--- config.mk ---
export PLATFORM = sky130hd
export DESIGN_NAME = key_scan
export DESIGN_NICKNAME = d
export VERILOG_FILES = /design/src/rtl/key_scan.sv
export SDC_FILE = /design/constraint.sdc
export NUM_CORES = 1
export LEC_CHECK = 0
export BUFFER_PORTS_ARGS = -buffer_cell sky130_fd_sc_hd__buf_2
export CAP_MARGIN = 0
export CORE_ASPECT_RATIO = 1.2
export CORE_MARGIN = 3
export CORE_UTILIZATION = 40
export DETAILED_ROUTE_END_ITERATION = 8
export PLACE_DENSITY_LB_ADDON = 0.08
export SYNTH_ARGS = -nofsm -noshare
export SYNTH_HDL_FRONTEND = slang
export SYNTH_SLANG_ARGS = --single-unit
--- constraint.sdc ---
create_clock -name CLK -period 4.4 [get_ports CLK]
set_clock_uncertainty 0.05 [all_clocks]
set_input_delay 0.22 -clock CLK [delete_from_list [all_inputs] [get_ports CLK]]
set_output_delay 0.22 -clock CLK [all_outputs]
set_load 0.03 [all_outputs]
--- src/rtl/key_scan.sv ---
// 4x4 keypad scanner: one-cold row strobes, whole-frame debounce, one event per press.
// Optional held-key auto-repeat is built when KEY_SCAN_REPEAT_EN is defined.
module key_scan #(
  parameter int DEBOUNCE_FRAMES = 4,
  parameter int REPEAT_FRAMES   = 16
) (
  input  logic       CLK,
  input  logic       RESET_N,
  input  logic       ENABLE,
  input  logic [3:0] COL,
  output logic [3:0] ROW,
  output logic [3:0] KEY,
  output logic       VALID,
  output logic       PRESSED
);

  typedef enum logic [1:0] {S_IDLE, S_DEB, S_HELD, S_REL} state_t;

  localparam logic [3:0] DEB_N = 4'(DEBOUNCE_FRAMES);

  logic [1:0] scan_q, scan_d;
  logic [1:0] acc_cnt_q, acc_cnt_d;
  logic [3:0] acc_code_q, acc_code_d;
  logic [1:0] frm_cnt_q, frm_cnt_d;
  logic [3:0] frm_code_q, frm_code_d;
  logic       frm_vld_q, frm_vld_d;
  state_t     state_q, state_d;
  logic [3:0] cnt_q, cnt_d;
  logic [3:0] cand_q, cand_d;
  logic [3:0] key_q, key_d;
  logic       valid_q, valid_d;
  logic       pressed_q, pressed_d;
`ifdef KEY_SCAN_REPEAT_EN
  localparam logic [7:0] REP_N = 8'(REPEAT_FRAMES);
  logic [7:0] rep_q, rep_d;
  logic [7:0] rep_inc;
`endif

  function automatic logic [2:0] popcnt4(input logic [3:0] v);
    return {2'b00, v[0]} + {2'b00, v[1]} + {2'b00, v[2]} + {2'b00, v[3]};
  endfunction

  function automatic logic [1:0] first_col(input logic [3:0] v);
    if (v[0])      return 2'd0;
    else if (v[1]) return 2'd1;
    else if (v[2]) return 2'd2;
    else           return 2'd3;
  endfunction

  logic [3:0] hit;
  logic [2:0] row_keys;
  logic [2:0] sum;
  logic [1:0] merged_cnt;
  logic [3:0] merged_code;
  logic [3:0] cnt_inc;

  assign ROW     = ~(4'b0001 << scan_q);
  assign KEY     = key_q;
  assign VALID   = valid_q;
  assign PRESSED = pressed_q;

  // Fold the row being sampled into the running frame accumulator.
  always_comb begin
    hit         = ~COL;
    row_keys    = popcnt4(hit);
    sum         = {1'b0, acc_cnt_q} + row_keys;
    merged_cnt  = (sum >= 3'd2) ? 2'd2 : sum[1:0];
    merged_code = acc_code_q;
    if (acc_cnt_q == 2'd0 && row_keys != 3'd0)
      merged_code = {scan_q, first_col(hit)};
  end

  always_comb begin
    scan_d     = scan_q;
    acc_cnt_d  = acc_cnt_q;
    acc_code_d = acc_code_q;
    frm_cnt_d  = frm_cnt_q;
    frm_code_d = frm_code_q;
    frm_vld_d  = 1'b0;
    if (ENABLE) begin
      scan_d = scan_q + 2'd1;
      if (scan_q == 2'd3) begin
        frm_cnt_d  = merged_cnt;
        frm_code_d = merged_code;
        frm_vld_d  = 1'b1;
        acc_cnt_d  = 2'd0;
        acc_code_d = 4'd0;
      end else begin
        acc_cnt_d  = merged_cnt;
        acc_code_d = merged_code;
      end
    end
  end

  // Press/release state machine, evaluated once per registered frame.
  always_comb begin
    state_d   = state_q;
    cnt_d     = cnt_q;
    cand_d    = cand_q;
    key_d     = key_q;
    valid_d   = 1'b0;
    pressed_d = pressed_q;
    cnt_inc   = cnt_q + 4'd1;
`ifdef KEY_SCAN_REPEAT_EN
    rep_d     = rep_q;
    rep_inc   = rep_q + 8'd1;
`endif
    if (frm_vld_q) begin
      case (state_q)
        S_IDLE: begin
          if (frm_cnt_q == 2'd1) begin
            cand_d = frm_code_q;
            if (4'd1 >= DEB_N) begin
              key_d     = frm_code_q;
              valid_d   = 1'b1;
              pressed_d = 1'b1;
              cnt_d     = 4'd0;
              state_d   = S_HELD;
            end else begin
              cnt_d   = 4'd1;
              state_d = S_DEB;
            end
          end
        end
        S_DEB: begin
          if (frm_cnt_q == 2'd1 && frm_code_q == cand_q) begin
            if (cnt_inc >= DEB_N) begin
              key_d     = cand_q;
              valid_d   = 1'b1;
              pressed_d = 1'b1;
              cnt_d     = 4'd0;
              state_d   = S_HELD;
            end else begin
              cnt_d = cnt_inc;
            end
          end else if (frm_cnt_q == 2'd1) begin
            cand_d = frm_code_q;
            cnt_d  = 4'd1;
          end else begin
            cnt_d   = 4'd0;
            state_d = S_IDLE;
          end
        end
        S_HELD: begin
          if (frm_cnt_q == 2'd0) begin
`ifdef KEY_SCAN_REPEAT_EN
            rep_d = 8'd0;
`endif
            if (4'd1 >= DEB_N) begin
              pressed_d = 1'b0;
              cnt_d     = 4'd0;
              state_d   = S_IDLE;
            end else begin
              cnt_d   = 4'd1;
              state_d = S_REL;
            end
          end else begin
`ifdef KEY_SCAN_REPEAT_EN
            if (frm_code_q == key_q) begin
              if (rep_inc >= REP_N) begin
                valid_d = 1'b1;
                rep_d   = 8'd0;
              end else begin
                rep_d = rep_inc;
              end
            end
`endif
          end
        end
        default: begin
          if (frm_cnt_q == 2'd0) begin
            if (cnt_inc >= DEB_N) begin
              pressed_d = 1'b0;
              cnt_d     = 4'd0;
              state_d   = S_IDLE;
            end else begin
              cnt_d = cnt_inc;
            end
          end else begin
            cnt_d   = 4'd0;
            state_d = S_HELD;
          end
        end
      endcase
    end
  end

  always_ff @(posedge CLK or negedge RESET_N) begin
    if (!RESET_N) begin
      scan_q     <= 2'd0;
      acc_cnt_q  <= 2'd0;
      acc_code_q <= 4'd0;
      frm_cnt_q  <= 2'd0;
      frm_code_q <= 4'd0;
      frm_vld_q  <= 1'b0;
      state_q    <= S_IDLE;
      cnt_q      <= 4'd0;
      cand_q     <= 4'd0;
      key_q      <= 4'd0;
      valid_q    <= 1'b0;
      pressed_q  <= 1'b0;
`ifdef KEY_SCAN_REPEAT_EN
      rep_q      <= 8'd0;
`endif
    end else begin
      scan_q     <= scan_d;
      acc_cnt_q  <= acc_cnt_d;
      acc_code_q <= acc_code_d;
      frm_cnt_q  <= frm_cnt_d;
      frm_code_q <= frm_code_d;
      frm_vld_q  <= frm_vld_d;
      state_q    <= state_d;
      cnt_q      <= cnt_d;
      cand_q     <= cand_d;
      key_q      <= key_d;
      valid_q    <= valid_d;
      pressed_q  <= pressed_d;
`ifdef KEY_SCAN_REPEAT_EN
      rep_q      <= rep_d;
`endif
    end
  end

endmodule

-- After elaboration in Yosys (flattened, before gate mapping)
Index checks and enable logic that the tools add are counted.
W data, S select, Z words.
- output and inout bits: 10
- input port bits: 7
- logic and storage cells: 87
- flip-flop bits (word level): 31
- bitwise operators: 3
- add/subtract/negate cells: 6
- muxes and demuxes: 36
- equal/unequal tests: 12
- reductions and logical operators: 15
- $lt $le $gt $ge: 2
- shifts and indexed selects: 1
- operator list (kind ; count):
    $mux W4 ; 9
    $mux W2 ; 11
    $mux W1 ; 12
    $pmux W4 S3 ; 1
    $ne A2 B2 Y1 const B ; 4
    $not A4 Y4 ; 2
    $pmux W4 S2 ; 1
    $logic_not A2 Y1 ; 3
    $ne A3 B3 Y1 const B ; 2
    $pmux W2 S3 ; 1
    $reduce_and A3 Y1 ; 2
    $reduce_and A6 Y1 ; 1
    $ne A5 B2 Y1 const B ; 1
    $reduce_and A5 Y1 ; 1
    $add A4 B1 Y4 const B ; 1
    $eq A2 B1 Y1 const B ; 2
    $eq A2 B2 Y1 const B ; 2
    $eq A4 B4 Y1 ; 1
    $ge A4 B3 Y1 const B ; 1
    $reduce_and A4 Y1 ; 1
    $reduce_bool A2 Y1 ; 2
    $shl A1 B2 Y4 const A ; 1
    $add A2 B1 Y3 ; 1
    $add A2 B3 Y3 ; 1
    10 further kinds ; 11

-- Longest topological paths before layout
- depth in word-level cells: 8
- mapped depth: 9
- mapped depth without buffers: 9

-- Worst setup path before layout
Ideal clock, no wire load.
- kind: in2reg
- start point: input COL[0]
- end point: register frm_cnt_q[0]
- library setup time: 0.083 ns
- buffers on the path: 0
- path slack: 2.182 ns
- required time: 4.267 ns
- stages on the path: 9
- arrival: 2.085 ns
- cells stage by stage: inv_1 fa_1 ha_1 ha_1 fa_1 xor2_1 nor2_1 nand2_1 o21ai_0
- longest elaborated chain between the ends: 7
- RTL lines (item ; line ; text):
    start: declaration ; 10 ; input logic [3:0] COL,
    $not A4 Y4 (*) ; 64 ; hit = ~COL;
    $add A1 B1 Y2 (*) ; 40 ; return {2'b00, v[0]} + {2'b00, v[1]} + {2'b00, v[2]} + {2'b00, v[3]};
    $add A2 B1 Y3 (*) ; 40 ;
    $add A3 B1 Y3 (*) ; 40 ;
    $add A2 B3 Y3 (*) ; 66 ; sum = {1'b0, acc_cnt_q} + row_keys;
    $ge A3 B2 Y1 ; 67 ; merged_cnt = (sum >= 3'd2) ? 2'd2 : sum[1:0];
    $mux W2 (*) ; 67 ;
    end signal: assignment ; 209 ; frm_cnt_q <= frm_cnt_d;
    end: declaration ; 24 ; logic [1:0] frm_cnt_q, frm_cnt_d;
Mark *: on every way between the ends. The rest lies on a longest branch, timed or not.
A chain may end at the register's enable or synchronous reset.

-- Final worst setup path
Same ends and word-level chain as after synthesis.

==> flow_metrics.tcl <==
set metrics [dict create \
    hpwl_um 2280 \
    start_util_pct 42.1 \
    slew_headroom_pct 53.6 \
    synth-edff-count 0 \
    wl_um 3000 \
    ys_async_sr_fraction_pct 100 \
    p_leak_nw 0.971 \
    finalCriticalPeriod_ns 2.21 \
    drive_above_1_share_pct 15.5 \
    overflow 0 \
    antenna_found_initial 0 \
    drc_errors 0 \
    via_count 1188 \
    start_kind "input pin" \
    synth_top_area_cell "dfrtp_1" \
    fin_nets 208 \
    clk_path_buf_depth 2 \
    die_w_um 65.3 \
    slew_violations 0 \
    tightestPinTransition_ns 0.695 \
    track_usage_pct 14.1 \
    synth_top_area_share_pct 46.0 \
    antenna_cells 0 \
    path_delay_family "adder cells" \
    synth.net_count 186 \
    netlist_top_cells_area "dfrtp_1, ha_1, mux2_1, inv_1, nand2_1" \
    ant_nets 0 \
    cts_resized 0 \
    syn_area_per_cell_um2 10.3 \
    whs_ns 0.236 \
    yosysWarnings 0 \
    cts_tree "built" \
    clkSinkCount 31 \
    grt_pass1_wl_um 5640 \
    synth_cells 164 \
    grt_pass1_vias 1270 \
    critPathKind "in -> reg" \
    die_area_um2 5030 \
    critPathArrivalTime_ns 2.36 \
    firstDrtPassIters 4 \
    die_h_um 77.1 \
    yosysUniqueCellTypes 36 \
    root_buffer "clkbuf_8" \
    gp_congestion 0.808 \
    maxCapViolations 0 \
    rows 25 \
    layout_commonest_cell "dfrtp_1" \
    worstSkewPairLatency_ns 0.28 \
    cpMaxStageDelayCell "fa_1" \
    htree_levels 2 \
    ys_ff_latch 31 \
    hold_path.class "in -> reg" \
    status "finished clean" \
    grt_max_degree 32 \
    setup_tns_ns 0 \
    avgViaCountPerCell 4.93 \
    final_cell_mix "dfrtp_1, inv_1, nand2_1" \
    fin_crit_sh_pct 50.2 \
    power.density_nw_per_um2 585 \
    cts_buffers 5 \
    power_mw 1.13 \
    max_freq_mhz 453 \
    core-area_um2 4000 \
    critical_path_required_ns 4.55 \
    finalHoldViolCount 0 \
    io_buffers 16 \
    placed_area_um2 1820 \
    cp-end-kind "flip-flop" \
    dr.first_iter.drc_count 55 \
    synth_top_flop_cell "dfrtp_1" \
    cts.clk_slew.worst_paths_ns 0.07 \
    setup_violations 0 \
    cp_slowest_stage_delay_ns 0.49 \
    wire_per_inst_um 12.5 \
    ir_worst_vdd_mv 0.276 \
    synth_area_um2 1690 \
    crit_fanout 3 \
    path_buf_inv 2 \
    ys_seq_area_share_pct 46.0 \
    rsz0062_at_grt "no" \
    post-route-cell-area_um2 1940 \
    ios 17 \
    area_delta_synth_final_pct 14.8 \
    path_cells "buf_2, inv_1, fa_1, ha_1, ha_1, fa_1, xor2_1, nor2_1, nand2_1, o21ai_0" \
]
## cells in the mapped netlist, types with 2 or more instances
master	instances
o21ai_0	8
nor2_1	12
a211oi_1	3
inv_1	18
a22o_1	2
and2_1	5
o31ai_1	2
mux2_1	8
dfrtp_1	31
fa_1	2
a31oi_1	5
nand2_1	17
nor3_1	5
ha_1	13
a21oi_1	4
xor2_1	6
o22ai_1	3
nor2b_1	2
## flip-flops by register name (all words and copies together), names as in the netlist, 2 cells and up
name	flops
frm_cnt_q	2
scan_q	2
state_q	2
cand_q	4
cnt_q	4
acc_code_q	4
KEY	4
frm_code_q	4
acc_cnt_q	2
## final timing paths
path                          start            end  slack, ns  cells after the start
min reg2reg                  KEY[0]         KEY[0]       0.43                      1
min in group asynchronous   RESET_N     state_q[0]       0.47                      2
max in group asynchronous   RESET_N  frm_code_q[2]       3.39                      2
max reg2reg                cnt_q[0]         KEY[3]       2.28                      5
max                          COL[0]   frm_cnt_q[0]       2.19                     10
min                          ENABLE      scan_q[0]       0.24                      2
## where the power goes
group	switching [mW]	internal [mW]	total, mW
registers	0.0886	0.372	0.461
logic	0.257	0.167	0.424
clock network	0.108	0.142	0.250
total	0.453	0.681	1.13
## kinds of logic (layout without fill, tap and decap cells)
kind of cell / Yosys count / in the layout / share of synthesized area [%]
and+or+nand+nor: 50 / 50 / 15.3
adders and majority gates: 15 / 15 / 12.0
xor gates and xnor gates: 6 / 6 / 3.12
muxes: 10 / 10 / 6.60
AOI/OAI and AO/OA: 32 / 32 / 12.3
buffers and inverters: 20 / 43 / 4.67
DFF: 31 / 31 / 46.0
## per-layer routing
| metal | routed length [µm] | GRT usage [%] |
|---|---|---|
| met5 | 0 | 0 |
| met4 | 51 | 6.85 |
| met3 | 105 | 3.95 |
| met2 | 1460 | 22.9 |
| met1 | 1380 | 16.9 |
## stage by stage
step | utilization [%] | instances | worst slack (ns)
6_report | 48.4 | 241 | 2.19
5_1_grt | 48.4 | 241 | 2.01
4_1_cts | 48.4 | 241 | 2.19
3_5_place_dp | 45.5 | 232 | 1.90
3_3_place_gp | 45.5 | 232 | 1.98
2_1_floorplan | - | 164 | 2.18
## final cells by class
cell class                 count  area, µm²
fill                         408       2070
multi-input combinational    113        832
sequential                    31        776
clock buffer                   7       96.3
timing repair buffer          17       90.1
inverter                      18       67.6
tap                           54       67.6
clock inverter                 1       7.51
## timing repair
action	4_1_cts	5_1_grt
hold buffers	1	0
endpoints found under the hold margin	31	0
setup buffers	0	0
setup endpoints to repair	0	0
Note: power is estimated with default switching activity, not from simulation.
